`config.mk`:
```
export PLATFORM = sky130hd
export DESIGN_NAME = xb_level_sched
export DESIGN_NICKNAME = d
export VERILOG_FILES = /design/src/rtl/xb_level_sched.sv
export SDC_FILE = /design/constraint.sdc
export NUM_CORES = 2
export LEC_CHECK = 0
export ABC_CLOCK_PERIOD_IN_PS = 3350
export BUFFER_PORTS_ARGS = -buffer_cell sky130_fd_sc_hd__buf_2
export CAP_MARGIN = 20
export CORE_ASPECT_RATIO = 0.6
export CORE_MARGIN = 2
export CORE_UTILIZATION = 57
export CTS_CLUSTER_DIAMETER = 80
export CTS_CLUSTER_SIZE = 14
export DETAILED_ROUTE_END_ITERATION = 8
export HOLD_SLACK_MARGIN = 0.15
export PLACE_DENSITY = 0.76
export SLEW_MARGIN = 15
export SYNTH_ARGS = -nofsm -noshare
export SYNTH_HDL_FRONTEND = slang
export SYNTH_SLANG_ARGS = --single-unit
export TNS_END_PERCENT = 5
```
`constraint.sdc`:
```
create_clock -name clk -period 3.35 [get_ports clk]
set_input_delay 0.335 -clock clk [delete_from_list [all_inputs] [get_ports clk]]
set_output_delay 0.335 -clock clk [all_outputs]
set_load 0.02 [all_outputs]
```
`src/rtl/xb_level_sched.sv`:
```
// Level sequencer for the 2-channel polyphase wavelet bank: walks a LEVELS-deep Mallat
// decomposition of one frame, feeding sample pairs to the bank and emitting coefficients.
module xb_level_sched #(
    parameter int unsigned DW        = 16,
    parameter int unsigned FRAME_LEN = 256,
    parameter int unsigned LEVELS    = 4,
    parameter int unsigned WAIT_MAX  = 255
) (
    input  logic          clk,
    input  logic          reset,
    input  logic          start,
    input  logic [DW-1:0] src_data,
    input  logic          src_valid,
    output logic          src_ready,
    output logic [DW-1:0] xb_data,
    output logic          xb_wr,
    output logic          xb_vaild,
    input  logic          xb_ready,
    input  logic [DW-1:0] xb_h,
    input  logic [DW-1:0] xb_l,
    output logic [DW-1:0] out_data,
    output logic [1:0]    out_level,
    output logic          out_band,
    output logic          out_valid,
    input  logic          out_ack,
    output logic          busy,
    output logic          done,
    output logic          err
);

    // The low-band buffer never holds more than FRAME_LEN/2 entries (level 1 input).
    localparam int unsigned AW    = (FRAME_LEN > 8) ? $clog2(FRAME_LEN / 2) : 2;
    localparam int unsigned DEPTH = 2 ** AW;
    localparam int unsigned WW    = (WAIT_MAX > 1) ? $clog2(WAIT_MAX + 1) : 1;

    typedef enum logic [3:0] {
        StIdle,
        StFetchE,
        StWrE,
        StFetchO,
        StWrO,
        StWaitRdy,
        StEmitH,
        StEmitL,
        StClear,
        StGuard,
        StDone
    } state_e;

    state_e        state_q;
    logic [1:0]    lvl_q;
    logic [AW-1:0] idx_q;
    logic [WW-1:0] wcnt_q;
    logic [DW-1:0] l_q;

    logic [DW-1:0] mem [DEPTH];

    logic [AW-1:0] rd_addr;
    logic [DW-1:0] rd_data;
    logic          mem_we;
    logic [31:0]   pairs_at_lvl;
    logic          more_pairs;
    logic          last_lvl;

    always_comb begin
        rd_addr      = {idx_q[AW-2:0], state_q == StFetchO};
        rd_data      = mem[rd_addr];
        pairs_at_lvl = (FRAME_LEN >> lvl_q) >> 1;
        more_pairs   = (32'(idx_q) + 32'd1) < pairs_at_lvl;
        last_lvl     = (32'(lvl_q) + 32'd1) == LEVELS;
        // Writing buf[idx] in place is safe: pair idx read buf[2*idx], buf[2*idx+1] already.
        mem_we       = (state_q == StEmitH) && out_valid && out_ack && !last_lvl;
    end

    always_ff @(posedge clk) begin
        if (mem_we) begin
            mem[idx_q] <= l_q;
        end
    end

    always_ff @(posedge clk or negedge reset) begin
        if (!reset) begin
            state_q   <= StIdle;
            lvl_q     <= '0;
            idx_q     <= '0;
            wcnt_q    <= '0;
            l_q       <= '0;
            src_ready <= 1'b0;
            xb_data   <= '0;
            xb_wr     <= 1'b0;
            xb_vaild  <= 1'b0;
            out_data  <= '0;
            out_level <= '0;
            out_band  <= 1'b0;
            out_valid <= 1'b0;
            busy      <= 1'b0;
            done      <= 1'b0;
            err       <= 1'b0;
        end else begin
            case (state_q)
                StIdle: begin
                    if (start) begin
                        state_q   <= StFetchE;
                        lvl_q     <= '0;
                        idx_q     <= '0;
                        err       <= 1'b0;
                        busy      <= 1'b1;
                        src_ready <= 1'b1;
                    end
                end

                StFetchE, StFetchO: begin
                    if (lvl_q == 2'd0) begin
                        if (src_valid && src_ready) begin
                            xb_data   <= src_data;
                            xb_wr     <= 1'b1;
                            src_ready <= 1'b0;
                            state_q   <= (state_q == StFetchE) ? StWrE : StWrO;
                        end
                    end else begin
                        xb_data <= rd_data;
                        xb_wr   <= 1'b1;
                        state_q <= (state_q == StFetchE) ? StWrE : StWrO;
                    end
                end

                StWrE: begin
                    xb_wr     <= 1'b0;
                    src_ready <= (lvl_q == 2'd0);
                    state_q   <= StFetchO;
                end

                StWrO: begin
                    xb_wr   <= 1'b0;
                    wcnt_q  <= WW'(1);
                    state_q <= StWaitRdy;
                end

                // wcnt_q counts cycles spent here, including the current one.
                StWaitRdy: begin
                    if (xb_ready) begin
                        l_q       <= xb_l;
                        out_data  <= xb_h;
                        out_band  <= 1'b1;
                        out_level <= lvl_q;
                        out_valid <= 1'b1;
                        state_q   <= StEmitH;
                    end else if (wcnt_q == WW'(WAIT_MAX)) begin
                        err     <= 1'b1;
                        busy    <= 1'b0;
                        done    <= 1'b1;
                        state_q <= StDone;
                    end else begin
                        wcnt_q <= wcnt_q + 1'b1;
                    end
                end

                StEmitH: begin
                    if (out_ack) begin
                        out_valid <= 1'b0;
                        if (last_lvl) begin
                            out_data <= l_q;
                            out_band <= 1'b0;
                            state_q  <= StEmitL;
                        end else begin
                            xb_vaild <= 1'b1;
                            state_q  <= StClear;
                        end
                    end
                end

                // Valid drops for one cycle after the H handshake before L is offered.
                StEmitL: begin
                    if (!out_valid) begin
                        out_valid <= 1'b1;
                    end else if (out_ack) begin
                        out_valid <= 1'b0;
                        xb_vaild  <= 1'b1;
                        state_q   <= StClear;
                    end
                end

                StClear: begin
                    xb_vaild <= 1'b0;
                    state_q  <= StGuard;
                end

                // Bank ready lags the flag clear by a cycle, so it is not looked at here.
                StGuard: begin
                    if (more_pairs) begin
                        idx_q     <= idx_q + 1'b1;
                        src_ready <= (lvl_q == 2'd0);
                        state_q   <= StFetchE;
                    end else if (!last_lvl) begin
                        lvl_q   <= lvl_q + 2'd1;
                        idx_q   <= '0;
                        state_q <= StFetchE;
                    end else begin
                        busy    <= 1'b0;
                        done    <= 1'b1;
                        state_q <= StDone;
                    end
                end

                StDone: begin
                    done    <= 1'b0;
                    state_q <= StIdle;
                end

                default: begin
                    state_q <= StIdle;
                end
            endcase
        end
    end

endmodule

```
==> impl_metrics.json <==
{
  "status": "finished with violations",
  "violations": "negative setup slack",
  "final_cell_area_mm2": 0.0939,
  "synth_top_family_by_area": "simple AND/OR/NAND/NOR gates",
  "critPathArrivalTime_ns": 4.05,
  "syn_avg_cell_area_um2": 13.6,
  "io_buffers": 95,
  "fin_hold_ws_ns": 0.252,
  "min_period_ns": 3.38,
  "vias_per_cell": 6.56,
  "ys_warn_count": 0,
  "cp_slowest_cell": "nor4b_2",
  "route.detailed.drc": 0,
  "synth_xor_area_frac": 0.000946,
  "drt_iter0_drc": 10400,
  "finish.utilization": 0.648,
  "clock_power_share": 0.265,
  "maxSlewViolCount": 0,
  "firstDrtPassIters": 8,
  "r2r-start": "state_q[2]",
  "die-area_mm2": 0.149,
  "synth-async-reset-ratio": 0.0371,
  "io_pins": 96,
  "worst_slew_pin_slew_ns": 1.16,
  "p_sw_frac": 0.326,
  "internal_power_mw": 47.0,
  "hold_path_class": "input pin to flip-flop",
  "max_cap_violations": 0,
  "setup_viol": 3,
  "cts_tree": "yes",
  "synth_compound_area_frac": 0.0347,
  "antenna_found_initial": 8,
  "netlist_area_mm2": 0.0833,
  "finalCritPeriodShare": 1.01,
  "clk_pin_slew_ns": 0.07,
  "hold_viol_final": 0,
  "grt_pass1_wl_um": 349000,
  "cp_top_family": "simple AND/OR/NAND/NOR gates",
  "clock_latency_ns": 0.82,
  "grt_pass1_vias": 51800,
  "max_slew_margin": 0.229,
  "placed_area_mm2": 0.0885,
  "comb_power_share": 0.230,
  "area_growth_pct": 12.7,
  "totalWireLength_um": 241000,
  "core_mm2": 0.145,
  "muxShareOfSynthArea": 0.0254,
  "finalPower_mw": 69.7,
  "leakagePower_nw": 31.5,
  "syn_inst": 6116,
  "wire_per_inst_um": 28.6,
  "grt_max_degree": 122,
  "die_y_um": 300,
  "synth_adder_area_share": 0.00150,
  "fmax_ghz": 0.296,
  "synth.distinct_cells": 59,
  "skew_ns": 0.0284,
  "post_cts_buffers": 0,
  "vias": 55200,
  "startpoint": "state_q[2]",
  "start_util": 0.575,
  "rsz0062_at_grt": "yes",
  "cp_cell_sequence": "buf_12, nand4bb_4, buf_12, buf_12, nand2_1, a32oi_1, nand3_1, nand4_1, nor4b_2, nor3_1",
  "ys.flop_type": "edfxtp_1",
  "grt_overflow": 0,
  "post_route_cells_drive_above_1_share": 0.120,
  "synthesis.nets": 6180,
  "synth_seq_cells": 2127,
  "cts_buffers": 169,
  "dp_hpwl_um": 144000,
  "preCtsSetupSlack_ns": -0.166,
  "seqPwrFrac": 0.505,
  "cp_common_cell": "buf_12",
  "htree_levels": 4,
  "crit_type": "flip-flop to flip-flop",
  "crit_required_ns": 4.03,
  "clock_sinks": 2127,
  "cp_slowest_stage_delay_ns": 0.70,
  "root_buffer": "clkbuf_16",
  "min-delay-start": "src_data[15]",
  "final_antenna_net_count": 0,
  "track_usage": 0.319,
  "gp_congestion": 0.967,
  "cp-end-kind": "flip-flop",
  "cp_max_fo": 70,
  "die_x_um": 498,
  "synth_edf_count": 2048,
  "clk_path_buf_depth": 3,
  "core.rowCount": 108,
  "p_sw_mw": 22.7,
  "crit_buf_inv": 3,
  "worst_ir_drop_vdd_mv": 2.34,
  "setup_ws_ns": -0.0289,
  "seq_area_frac_synth": 0.762,
  "synth-simple-area-share": 0.155,
  "fin_nets": 6505,
  "cellPowerDensity_mw_per_mm2": 742,
  "cp-start-kind": "flip-flop"
}
[worst register-to-register path, delay by kind of cell, from the launching register on]
family / cells / cell delay [ns]
AOI/OAI and AO/OA: 1 / 0.10
and+or+nand+nor: 6 / 2.09
DFF: 1 / 0.42
buffers and inverters: 3 / 0.62
[what timing repair did]
item                                    CTS  global route
pin swaps                                 2             4
endpoints found under the setup margin    6           170
gates cloned                              0             1
endpoints found under the hold margin   132             0
gates resized for setup                   8            17
hold buffers                             52             0
[cells by family after synthesis]
group / after synthesis
compound gates: 426
mux: 166
fa+ha+maj: 10
simple gates: 2980
buf+inv: 398
flops: 2127
xor+xnor: 9
[synth_stat cells, types with 3 or more instances]
cell / count / area share
nor3_1: 28 / 0.0017
and3_1: 9 / 0.00068
nor4b_1: 11 / 0.0012
xor2_1: 6 / 0.00063
nand3_1: 659 / 0.040
o21ai_0: 39 / 0.0023
and2_1: 8 / 0.00060
a31oi_1: 191 / 0.014
a221oi_1: 3 / 0.00032
nor2b_1: 13 / 0.00098
a22oi_1: 26 / 0.0023
clkbuf_1: 243 / 0.011
buf_4: 17 / 0.0015
nor2_1: 171 / 0.0077
buf_6: 7 / 0.00095
inv_1: 9 / 0.00041
a2111oi_2: 5 / 0.00090
xnor2_1: 3 / 0.00032
or3_1: 4 / 0.00030
nor4_1: 14 / 0.0011
buf_2: 103 / 0.0062
nand4_1: 237 / 0.018
mux4_2: 35 / 0.0095
a2111oi_0: 10 / 0.0011
a32oi_1: 63 / 0.0066
mux2i_1: 115 / 0.014
buf_1: 16 / 0.00072
a22o_1: 6 / 0.00063
dfrtp_1: 79 / 0.024
nand2_1: 1807 / 0.081
or2_2: 4 / 0.00030
a311oi_1: 4 / 0.00042
a21oi_1: 50 / 0.0030
nand2b_1: 7 / 0.00053
o21a_1: 4 / 0.00036
mux2_2: 16 / 0.0022
o31ai_1: 4 / 0.00036
o221ai_1: 5 / 0.00053
ha_1: 10 / 0.0015
o22ai_1: 4 / 0.00030
edfxtp_1: 2048 / 0.74
[area by class of cell]
type                    instances  area [um^2]
well taps                    1925         2410
flip-flops and latches       2127        63500
inverters                      11         41.3
clock inverters                15          300
diodes                          3         7.51
clock buffers                 212         4390
fillers                      9699        50900
repair buffers                541         4940
multi-input cells            3591        18300
[placed cells by master, fill, tap and decap left out, drive strengths merged, types with 63 or more instances in the layout]
cell	count
edfxtp	2048
nand2	1807
nand3	659
buf	489
nand4	237
clkbuf	213
a31oi	191
nor2	171
mux2i	115
dfrtp	79
a32oi	63
[power by group through the flow]
stage                     clock network (mW)  logic, mW  registers, mW
after global routing                    19.4       16.9           35.3
after floorplan                            0       7.49           36.2
after CTS                               18.4       15.3           35.2
final                                   18.5       16.0           35.2
after global placement                     0       14.7           35.7
after detailed placement                   0       15.1           35.8
[sequential cells by signal, summed over array words and instances (netlist names)]
register,flops
wcnt_q,8
out_level,2
out_band,1
xb_wr,1
state_q,4
l_q,16
out_data,16
xb_vaild,1
out_valid,1
busy,1
err,1
idx_q,7
src_ready,1
lvl_q,2
mem,2048
xb_data,16
done,1
[metal layers]
metal,track usage,routed length [um],up-vias
li1,-,-,23200
met3,0.111,42100,563
met2,0.447,102000,4688
met5,0,39,-
met1,0.468,88300,26800
met4,0.111,8530,6
[final timing paths]
check	endpoint	slack (ns)	depth (start not counted)
worst max-delay path	xb_data[14]	-0.03	10
worst min-delay path	xb_data[15]	0.25	5
worst max register to register	xb_data[14]	-0.03	10
worst min register to register	out_data[3]	0.49	2
max in group asynchronous	xb_data[5]	2.37	4
min in group asynchronous	out_valid	0.64	4
[through the flow]
step	setup TNS [ns]	instances
3_3_place_gp	-0.255	8141
6_report	-0.0356	8425
4_1_cts	-0.0370	8420
2_1_floorplan	0	6116
5_1_grt	-0.101	8422
3_5_place_dp	-0.610	8141
(Power assumes the default switching activity.)
